<file path="src/rtl/uart_rx_ctrl.sv">
// uart_rx_ctrl: receive-side byte FIFO with rx gating, overrun, fill-threshold and idle-timeout flags.
module uart_rx_ctrl #(
    parameter int DEPTH = 16,
    parameter int TIMEOUT_CHARS = 4,
    localparam int AW = $clog2(DEPTH),
    localparam int CW = AW + 1
) (
    input  logic          clk,
    input  logic          rst,
    input  logic          rx_en,
    input  logic [15:0]   baud_div,
    input  logic [7:0]    rx_data,
    input  logic          rx_valid,
    input  logic          flush,
    input  logic          pop,
    input  logic [CW-1:0] rx_thresh,
    input  logic          overrun_clr,
    output logic [7:0]    pop_data,
    output logic [CW-1:0] fifo_count,
    output logic          empty,
    output logic          full,
    output logic          thresh_irq,
    output logic          timeout_irq,
    output logic          overrun
);
    typedef enum logic [1:0] {IDLE, COUNT, EXPIRED} state_t;
    state_t        state;
    logic [7:0]    mem [DEPTH];
    logic [AW-1:0] wr_ptr, rd_ptr;
    logic [CW-1:0] count_nxt;
    logic [31:0]   idle_cnt, limit;
    logic          push_req, do_push, do_pop, ovf, act;
    assign empty      = fifo_count == '0;
    assign full       = fifo_count == CW'(DEPTH);
    assign push_req   = rx_valid & rx_en & ~flush;
    assign do_pop     = pop & ~empty & ~flush;
    // when full, a same-cycle pop frees the slot the push needs
    assign do_push    = push_req & (~full | do_pop);
    assign ovf        = push_req & full & ~do_pop;
    assign act        = do_push | do_pop;
    assign count_nxt  = flush ? '0 : fifo_count + CW'(do_push) - CW'(do_pop);
    assign pop_data   = empty ? 8'h00 : mem[rd_ptr];
    assign thresh_irq = (rx_thresh != '0) && (fifo_count >= rx_thresh);
    assign limit      = 32'(baud_div) * 32'(10 * TIMEOUT_CHARS);
    always_ff @(posedge clk) begin
        if (do_push) mem[wr_ptr] <= rx_data;
    end
    always_ff @(posedge clk or posedge rst) begin
        if (rst) begin
            wr_ptr     <= '0;
            rd_ptr     <= '0;
            fifo_count <= '0;
            overrun    <= 1'b0;
        end else begin
            if (flush) begin
                wr_ptr <= '0;
                rd_ptr <= '0;
            end else begin
                if (do_push) wr_ptr <= wr_ptr + AW'(1);
                if (do_pop) rd_ptr <= rd_ptr + AW'(1);
            end
            fifo_count <= count_nxt;
            overrun    <= ovf | (overrun & ~overrun_clr);
        end
    end
    // idle timer: state decisions use the post-edge fill level so the count starts on the activity edge
    always_ff @(posedge clk or posedge rst) begin
        if (rst) begin
            state       <= IDLE;
            idle_cnt    <= '0;
            timeout_irq <= 1'b0;
        end else begin
            timeout_irq <= 1'b0;
            case (state)
                IDLE: begin
                    idle_cnt <= '0;
                    if (count_nxt != '0 && baud_div != '0) state <= COUNT;
                end
                COUNT: begin
                    if (count_nxt == '0 || baud_div == '0) begin
                        state    <= IDLE;
                        idle_cnt <= '0;
                    end else if (act) begin
                        idle_cnt <= '0;
                    end else if (idle_cnt == limit - 32'd1) begin
                        state       <= EXPIRED;
                        idle_cnt    <= '0;
                        timeout_irq <= 1'b1;
                    end else begin
                        idle_cnt <= idle_cnt + 32'd1;
                    end
                end
                EXPIRED: begin
                    if (count_nxt == '0) begin
                        state <= IDLE;
                    end else if (act) begin
                        state    <= COUNT;
                        idle_cnt <= '0;
                    end else begin
                        timeout_irq <= 1'b1;
                    end
                end
                default: state <= IDLE;
            endcase
        end
    end
endmodule

</file>
<file path="config.mk">
export PLATFORM = sky130hd
export DESIGN_NAME = uart_rx_ctrl
export DESIGN_NICKNAME = d
export VERILOG_FILES = /design/src/rtl/uart_rx_ctrl.sv
export SDC_FILE = /design/constraint.sdc
export NUM_CORES = 1
export LEC_CHECK = 0
export CAP_MARGIN = 10
export CORE_UTILIZATION = 40
export DETAILED_ROUTE_END_ITERATION = 10
export DONT_BUFFER_PORTS = 1
export PLACE_DENSITY = 0.64
export REMOVE_ABC_BUFFERS = 1
export SETUP_SLACK_MARGIN = 0.15
export SYNTH_ARGS = -nofsm -noshare
export SYNTH_HDL_FRONTEND = slang
export SYNTH_SLANG_ARGS = --single-unit
</file>
<file path="constraint.sdc">
create_clock -name clk -period 4.91 [get_ports clk]
set_clock_uncertainty 0.1 [all_clocks]
set_input_delay 1.473 -clock clk [delete_from_list [all_inputs] [get_ports clk]]
set_output_delay 1.473 -clock clk [all_outputs]
set_load 0.02 [all_outputs]
</file>
After elaboration in Yosys (flattened, before gate mapping)
Memory sizes are Yosys's and may differ from the RTL's.
Cells that the tools add are included.
{ "classes": {"n_addsub": 6, "mul": 1, "div": 0, "magnitude_cmp": 1, "n_eq_ne": 10, "n_shift": 0, "muxes": 27, "bitwise_logic": 16, "reduce_logical": 15} }
{ "ops": {"columns": ["operator", "count"], "rows": [
  ["32-bit two-way mux", 5],
  ["32-bit case mux with 3 select lines", 1],
  ["32-bit by 1-bit adder with 32-bit output (second input constant)", 1],
  ["32-bit equality test", 1],
  ["22-bit by 1-bit subtractor with 23-bit output (second input constant)", 1],
  ["16-bit by 3-bit multiplier with 19-bit output (second input constant)", 1],
  ["16-bit zero test", 1],
  ["4-bit two-way mux", 4],
  ["16-bit nonzero test", 1],
  ["2-bit two-way mux", 6],
  ["5-bit zero test", 2],
  ["5-bit nonzero test", 2],
  ["3-bit != test (second input constant)", 3],
  ["4-bit by 1-bit adder with 4-bit output (second input constant)", 2],
  ["1-bit AND", 8],
  ["8-bit two-way mux", 1],
  ["1-bit two-way mux", 7],
  ["2-bit != test (second input constant)", 3],
  ["2-bit case mux with 3 select lines", 1],
  ["5-bit by 1-bit adder with 5-bit output", 1],
  ["5-bit equality test (second input constant)", 1],
  ["5-bit greater-or-equal comparator", 1],
  ["5-bit two-way mux", 1],
  ["1-bit inverter", 5],
  ["other kinds (12)", 16]
]} }
{ "totals": {"regBits": 49, "latch_bits": 0, "ramBits": 128, "rom_bits": 0, "inputBits": 36, "out_inout_bits": 18, "n_memories": 1} }
{ "memory_table": {"columns": ["name", "words", "width", "rd", "rd_ports_with_merged_regs", "write_ports", "line", "rtl"], "rows": [
  ["mem", 16, 8, 1, 0, 1, "28", "logic [7:0] mem [DEPTH];"]
]} }

Longest topological paths before layout
Gate-level depths: netlist of run 1.
{ "depth": {"word_depth": 13, "mapped_depth": 23, "ltp_nobuf": 22} }

Worst setup path after synthesis of run 1
No wires, ideal clock.
{ "synth_path": {"path_type": "input-to-reg", "start": "input port flush", "end": "register idle_cnt[20]", "setup_ns": 0.066, "arrival_ns": 5.226, "setup_slack_ns": -0.482, "cell_stages": 20, "n_path_buf": 3, "path_cell_list": "clkbuf_1 -> nor2_1 -> nor2_1 -> nor3_1 -> inv_1 -> ha_1 -> ha_1 -> fa_1 -> a21oi_1 -> o21bai_1 -> xnor2_1 -> a31oi_1 -> and3_1 -> and2_1 -> clkbuf_1 -> nand2b_1 -> clkbuf_1 -> nor4_1 -> o21ai_0 -> nand2_1"} }
{ "synth_between": {"elab_chain_len": 11, "word_cells_on_any_way": 17} }
{ "synth_rtl": {"columns": ["element", "line", "rtl"], "rows": [
  ["from (decl)", "14", "input logic flush,"],
  ["1-bit inverter", "35, 36", null],
  ["1-bit AND", "36", "assign do_pop = pop & ~empty & ~flush;"],
  ["1-bit OR", "38", "assign do_push = push_req & (~full | do_pop);"],
  ["1-bit AND", "38", null],
  ["5-bit by 1-bit adder with 5-bit output", "41", "assign count_nxt = flush ? '0 : fifo_count + CW'(do_push) - CW'(do_pop);"],
  ["5-bit by 1-bit subtractor with 5-bit output", "41", null],
  ["5-bit two-way mux", "41", null],
  ["5-bit zero test", "80, 94", null],
  ["1-bit logical OR", "80", "if (count_nxt == '0 || baud_div == '0) begin"],
  ["32-bit two-way mux", "80", null],
  ["32-bit case mux with 3 select lines", "74", "case (state)"],
  ["to (signal assigned)", "90", "idle_cnt <= idle_cnt + 32'd1;"],
  ["to (decl)", "31", "logic [31:0] idle_cnt, limit;"]
]} }
Parallel ways exist; a longest one is shown, timed or not.
A chain may end at the register's enable or synchronous reset.

Worst setup path after layout of run 1
{ "layout_path": {"start": "input port baud_div[8]", "end": "register timeout_irq"} }
{ "layout_between": {"elab_chain_len": 7, "word_cells_on_any_way": 9} }
{ "layout_rtl": {"columns": ["element", "line", "rtl"], "rows": [
  ["from (decl)", "11", "input logic [15:0] baud_div,"],
  ["16-bit by 3-bit multiplier with 19-bit output", "44", "assign limit = 32'(baud_div) * 32'(10 * TIMEOUT_CHARS);"],
  ["22-bit by 1-bit subtractor with 23-bit output", "85", "end else if (idle_cnt == limit - 32'd1) begin"],
  ["32-bit equality test", "85", null],
  ["1-bit two-way mux", "85", null],
  ["1-bit two-way mux", "83", "end else if (act) begin"],
  ["1-bit two-way mux (*)", "80", null],
  ["1-bit case mux with 2 select lines (*)", "74", null],
  ["to (signal assigned)", "71", "timeout_irq <= 1'b0;"],
  ["to (signal assigned)", "73", "timeout_irq <= 1'b0;"],
  ["to (signal assigned)", "88", "timeout_irq <= 1'b1;"],
  ["to (decl)", "23", "output logic timeout_irq,"]
]} }
Every way passes the cells marked *; elsewhere a longest branch is shown, timed or not.

==> impl_metrics.json, run 1 <==
{
  "crit_slowest_cell": "or4_4",
  "fill_cells": 2139,
  "worstSetupEndpoint": "timeout_irq$_DFF_PP0_",
  "maxCapViolCount": 0,
  "crit_chain": "ha_1 -> ha_4 -> and3_1 -> o211a_1 -> a21boi_4 -> or4b_1 -> and3_4 -> or4_4 -> or4_4 -> nand3_4 -> nand4_4 -> buf_4 -> buf_4 -> nor2_2 -> o211a_1",
  "syn-mean-instance-area_um2": 11.4,
  "setup_ws_ps": 140,
  "vdd_drop_max_v": 0.000196,
  "cts_made_buffers": 17,
  "synth_mux_area_frac": 0.0743,
  "grt_pass1_vias": 6918,
  "globalRouteMet2Util": 0.301,
  "crit_fanout": 5,
  "cts_root_buf": "clkbuf_16",
  "gr-usage-met3": 0.0324,
  "layout_common_cells": "128 x edfxtp_1, 112 x buf_4, 74 x nand2_1",
  "core_area_um2": 24200,
  "dr.pass1.iters": 5,
  "antenna_found_initial": 0,
  "rsz0062_at_grt": "yes",
  "die_w_um": 159,
  "finalCritPeriodShare": 0.972,
  "initial_utilization": 0.406,
  "hpwl_mm": 15.7,
  "register_area_um2": 5070,
  "slew_violations": 0,
  "ant_nets": 0,
  "outcome": "finished, final reports clean",
  "reg2reg_depth": 20,
  "synth_ff_type": "edfxtp_1",
  "max_stage_delay_ps": 540,
  "drive_above_1_share": 0.242,
  "ys_warn_count": 0,
  "first_iter_violations": 430,
  "rows": 57,
  "grt_max_degree": 33,
  "worstPathRequired_ps": 5170,
  "antenna_cells": 0,
  "pwr-share-clk": 0.301,
  "place_ws_ps": -548,
  "r2r-start": "fifo_count[1]$_DFF_PP0_",
  "period_needed_ps": 4770,
  "drc_errors": 0,
  "htreeDepth": 4,
  "finalSetupViolations": 0,
  "numClockSinks": 177,
  "clk_latency_ps": 430,
  "clk_path_buf_depth": 2,
  "synth_edf_count": 128,
  "switching_power_uw": 1510,
  "switching_share": 0.334,
  "hold_violations": 0,
  "synth-seq-cells": 177,
  "r2r_end": "idle_cnt[30]$_DFFE_PP0P_",
  "whs_path_depth": 2,
  "yosysSeqAreaShare": 0.515,
  "worst-setup-path-type": "input pin to register",
  "whs_ps": 415,
  "p_per_area_nw_per_um2": 377,
  "synth-xor-area-share": 0.0374,
  "arrival_ps": 5030,
  "slew_headroom": 0.330,
  "yosys.area_share.adder": 0.0689,
  "grt_busiest_layer": "met2",
  "syn_to_final_growth_pct": 22.2,
  "grt_pass1_wl_mm": 35.9,
  "hp-class": "register to register",
  "reg2reg_slack_ps": 550,
  "wl_per_cell_um": 17.1,
  "portBuffers": 0,
  "endpoint_kind": "register",
  "tightest_slew_ps": 1000,
  "layout_commonest_cell": "edfxtp_1",
  "layoutNonFillerInstCount": 1295,
  "synth_area_um2": 9840,
  "yosys.area_share.simple": 0.145,
  "gp_congestion": 0.790,
  "fmax_mhz": 210,
  "grtUsageTotal": 0.177,
  "final_util": 0.496,
  "route.final.wire_length_mm": 22.2,
  "start_kind": "input pin",
  "clkTransAtPathRegs_ps": 80,
  "crit_path_start": "baud_div[8]",
  "gr-total-overflow": 0,
  "ys_types": 68,
  "dp.cells": 1250,
  "p_int_uw": 3020,
  "power_frac_seq": 0.378,
  "p_comb_frac": 0.321,
  "avgViaCountPerCell": 5.48,
  "multiInputGateArea_um2": 4840,
  "use_met1": 0.232,
  "cts_tree": "yes",
  "postSynthCellCount": 865,
  "vias": 7096,
  "nets": 1047,
  "synth-async-reset-ratio": 0.277,
  "synth_top_family_by_area": "simple AND/OR/NAND/NOR gates",
  "p_leak_uw": 0.00440,
  "synth_compound_area_frac": 0.123,
  "dieArea_um2": 25200,
  "pin_count": 54,
  "die_y_um": 159
}
-- flip-flops by register name, indices dropped and copies added, names as in the netlist --
register,flops
idle_cnt,32
rd_ptr,4
wr_ptr,4
fifo_count,5
state,2
timeout_irq,1
overrun,1
mem,128
-- synth_stat cells (all sizes together) (17+ instances only) --
cell	count	area share
dfrtp	49	0.12
inv	48	0.018
o22ai	19	0.012
and3	18	0.012
o21ai	27	0.014
mux2i	37	0.038
edfxtp	128	0.39
nor2	41	0.016
nand2	74	0.028
ha	51	0.065
a21oi	22	0.011
nor3	26	0.013
xnor2	22	0.020
nand3	29	0.015
xor2	20	0.018
o221ai	17	0.015
clkbuf	34	0.013
a211oi	17	0.013
-- layer usage --
| layer | vias to the layer above | part of all wire |
|---|---|---|
| met4 | 0 | 0.019 |
| li1 | 3481 | - |
| met5 | - | 0 |
| met3 | 26 | 0.029 |
| met1 | 3473 | 0.46 |
| met2 | 116 | 0.49 |
-- power groups by stage --
stage	Sequential (uW)	Clock [uW]	Combinational (uW)
floorplan	1800	0	828
global placement	1740	0	1300
detailed placement	1750	0	1320
CTS	1710	1390	1380
global route	1720	1450	1580
finish	1710	1370	1460
-- stage by stage --
step	TNS (ps)	instance area, um^2	power [uW]
2_1_floorplan	-28280	9670	2630
3_3_place_gp	-13790	10900	3050
3_5_place_dp	-16370	10900	3060
4_1_cts	0	11800	4490
5_1_grt	0	12000	4750
6_report	0	12000	4530
-- worst min path at each step --
stage	startpoint	to	slack [ps]
after floorplan	idle_cnt[1]$_DFFE_PP0P_	idle_cnt[1]$_DFFE_PP0P_	380
after global placement	idle_cnt[1]$_DFFE_PP0P_	idle_cnt[1]$_DFFE_PP0P_	400
after detailed placement	idle_cnt[1]$_DFFE_PP0P_	idle_cnt[1]$_DFFE_PP0P_	410
after CTS	idle_cnt[1]$_DFFE_PP0P_	idle_cnt[1]$_DFFE_PP0P_	430
after global routing	idle_cnt[1]$_DFFE_PP0P_	idle_cnt[1]$_DFFE_PP0P_	470
final	idle_cnt[1]$_DFFE_PP0P_	idle_cnt[1]$_DFFE_PP0P_	410
-- layout make-up --
cell class / count / area share
tap: 324 / 0.0337
timing repair buffer: 116 / 0.0744
inverter: 49 / 0.0153
clock buffer: 17 / 0.0354
clock inverter: 15 / 0.0161
multi-input combinational: 597 / 0.403
sequential: 177 / 0.422
-- cells by family after synthesis --
group / count (synthesis)
and+or+nand+nor: 276
DFF: 177
AOI/OAI and AO/OA: 173
buffers and inverters: 91
muxes: 53
adders and majority gates: 53
xor gates and xnor gates: 42
-- worst max-delay path: cells and delay by family --
family / cells / cell delay, ps
fa+ha+maj: 2 / 550
buf+inv: 2 / 290
simple gates: 8 / 2260
compound gates: 3 / 450
-- repair_timing --
action,in CTS,in global routing
endpoints found under the setup margin,34,35
buffers inserted,7,6
hold buffers,0,0
pin swaps,25,19
resized for setup,39,31
Note: power is estimated with default switching activity, not from simulation.
==> inputs of run 2 (changes only) <==
--- a/config.mk
+++ b/config.mk
@@ -11,4 +11,5 @@
 export DONT_BUFFER_PORTS = 1
 export PLACE_DENSITY = 0.64
+export RECOVER_POWER = 25
 export REMOVE_ABC_BUFFERS = 1
 export SETUP_SLACK_MARGIN = 0.15
--- a/constraint.sdc
+++ b/constraint.sdc
@@ -3,3 +3,3 @@
 set_input_delay 1.473 -clock clk [delete_from_list [all_inputs] [get_ports clk]]
 set_output_delay 1.473 -clock clk [all_outputs]
-set_load 0.02 [all_outputs]
+set_load 0.05 [all_outputs]
==> run 2 against run 1 <==
  * Clock-buffer cell count did not move
  * Critical endpoint is now state[1]$_DFFE_PP0P_
  * Cell count is 0.23% higher
  * Power increased by 4.9%
  * Sequential power shrank 2%
  * Combinational power increased by 15%
  * Critical path type unchanged
  * Flip-flop and latch count stayed put
  * First-iteration DRC count decreased by 4.7%
  * Final area rose by 0.22%
  * Critical path depth stayed put
==> impl_metrics.json, run 2 (same netlist as run 1, synthesis figures left out) <==
{
  "first_iter_violations": 410,
  "wl_per_cell_um": 17.1,
  "grt_max_degree": 52,
  "final_util": 0.497,
  "die_y_um": 159,
  "cp_num_buf_inv": 1,
  "place_area_um2": 11000,
  "layout_common_cells": "128 x edfxtp_1, 114 x buf_4, 74 x nand2_1",
  "crit_chain": "ha_4 -> ha_4 -> inv_2 -> fa_2 -> nand2b_4 -> a21o_1 -> a21boi_2 -> or4b_1 -> and3_4 -> or4_4 -> or4_4 -> nand3_4 -> nand4_4 -> or4_4 -> o21ai_2",
  "hpwl_mm": 15.5,
  "grt_pass1_vias": 7142,
  "start_kind": "input pin",
  "drc_errors": 0,
  "tightest_slew_ps": 975,
  "cp_top_family": "simple AND/OR/NAND/NOR gates",
  "pin_count": 54,
  "min_from": "idle_cnt[1]$_DFFE_PP0P_",
  "cts_root_buf": "clkbuf_16",
  "vdd_drop_max_v": 0.000252,
  "portBuffers": 0,
  "initial_utilization": 0.406,
  "core_area_um2": 24200,
  "clkTransAtPathRegs_ps": 80,
  "antenna_found_initial": 0,
  "r2r-start": "fifo_count[2]$_DFF_PP0_",
  "largest_register_ffs": 128,
  "gp_congestion": 0.773,
  "worstPathRequired_ps": 5160,
  "fmax_mhz": 211,
  "top_regs": "mem x128, idle_cnt x32, fifo_count x5",
  "maxCapViolCount": 0,
  "critPathMostFrequentCell": "or4_4",
  "layout_commonest_cell": "edfxtp_1",
  "whs_ps": 418,
  "syn_to_final_growth_pct": 22.4,
  "p_per_area_nw_per_um2": 395,
  "arrival_ps": 4990,
  "die_w_um": 159,
  "period_needed_ps": 4740,
  "dieArea_um2": 25200,
  "dr.pass1.iters": 5,
  "crit_fanout": 5,
  "clk_path_buf_depth": 2,
  "dp.cells": 1255,
  "hold_violations": 0,
  "grt_pass1_wl_mm": 36.4,
  "gr-total-overflow": 0,
  "clk_latency_ps": 430,
  "min_to": "idle_cnt[1]$_DFFE_PP0P_",
  "reg2reg_depth": 21,
  "slew_headroom": 0.348,
  "max_stage_delay_ps": 540,
  "cts_made_buffers": 17,
  "finalCritPeriodShare": 0.965,
  "route.final.wire_length_mm": 22.2,
  "worst-setup-path-type": "input pin to register",
  "cts_tree": "yes",
  "drive_above_1_share": 0.242,
  "avgViaCountPerCell": 5.47,
  "p_leak_uw": 0.00443,
  "htreeDepth": 4,
  "p_total_uw": 4760,
  "finalSetupViolations": 0,
  "fill_cells": 2124,
  "nets": 1050,
  "grtUsageTotal": 0.180,
  "whs_path_depth": 2,
  "rows": 57,
  "endpoint_kind": "register",
  "layoutNonFillerInstCount": 1298,
  "largest_register": "mem",
  "numClockSinks": 177,
  "fin_area_um2": 12000,
  "slew_violations": 0,
  "ant_nets": 0,
  "r2r_end": "idle_cnt[30]$_DFFE_PP0P_",
  "crit_slowest_cell": "or4_4",
  "antenna_cells": 0,
  "rsz0062_at_grt": "yes",
  "reg2reg_slack_ps": 670,
  "outcome": "finished, final reports clean",
  "vias": 7104,
  "hp-class": "register to register"
}
-- run 2: cell count changes in the layout (fill, tap and decap cells not counted), moves of 2 or more --
cell / change
buf_4: +2
inv_12: +2
a211oi_1: -5
inv_8: -2
ha_4: -2
a211oi_2: +5
clkinv_4: -2
ha_1: +2
-- run 2: what timing repair did --
item / 4_1_cts / 5_1_grt
pin swaps: 19 / 16
hold buffers: 0 / 0
setup endpoints to repair: 34 / 34
buffers inserted: 4 / 7
resized for setup: 31 / 29
-- run 2: layout make-up --
class,instances,area [um^2],area share
inverters,49,184,0.0153
well taps,324,405,0.0337
multi-input cells,597,4820,0.400
flip-flops and latches,177,5070,0.421
clock buffers,17,425,0.0353
repair buffers,119,930,0.0772
clock inverters,15,211,0.0176
-- run 2: worst register-to-register path, delay by kind of cell, from the launching register on --
kind | cells | cell delay [ps]
xor+xnor | 1 | 240
fa+ha+maj | 4 | 1100
simple gates | 8 | 1280
compound gates | 5 | 690
flops | 1 | 350
buf+inv | 3 | 380
-- run 2: per-layer routing --
layer / global-route usage / wire length, um / vias up
met1: 0.236 / 9970 / 3474
met4: 0.0521 / 332 / 0
li1: - / - / 3484
met2: 0.305 / 11200 / 119
met5: 0 / 0 / -
met3: 0.0293 / 618 / 27
-- run 2: per-stage QoR --
step	setup TNS (ps)	setup WS, ps
final	0	170
after global routing	0	47.2
after CTS	0	142
after detailed placement	-15420	-531
after global placement	-13770	-477
after floorplan	-30480	-1010
-- run 2: where the power goes --
part           switching (uW)  total (uW)  internal [uW]
logic                     978        1680            700
clock network             695        1410            712
registers                27.8        1670           1640
total                    1700        4760           3050
-- run 2: worst max path at each step --
stage	end	start	slack, ps	cells past startpoint
2_1_floorplan	idle_cnt[17]$_DFFE_PP0P_	baud_div[1]	-1010	15
3_3_place_gp	idle_cnt[5]$_DFFE_PP0P_	baud_div[1]	-480	16
3_5_place_dp	idle_cnt[7]$_DFFE_PP0P_	baud_div[1]	-530	16
4_1_cts	state[1]$_DFFE_PP0P_	baud_div[3]	140	16
5_1_grt	state[1]$_DFFE_PP0P_	baud_div[3]	50	17
6_report	state[1]$_DFFE_PP0P_	baud_div[1]	170	15
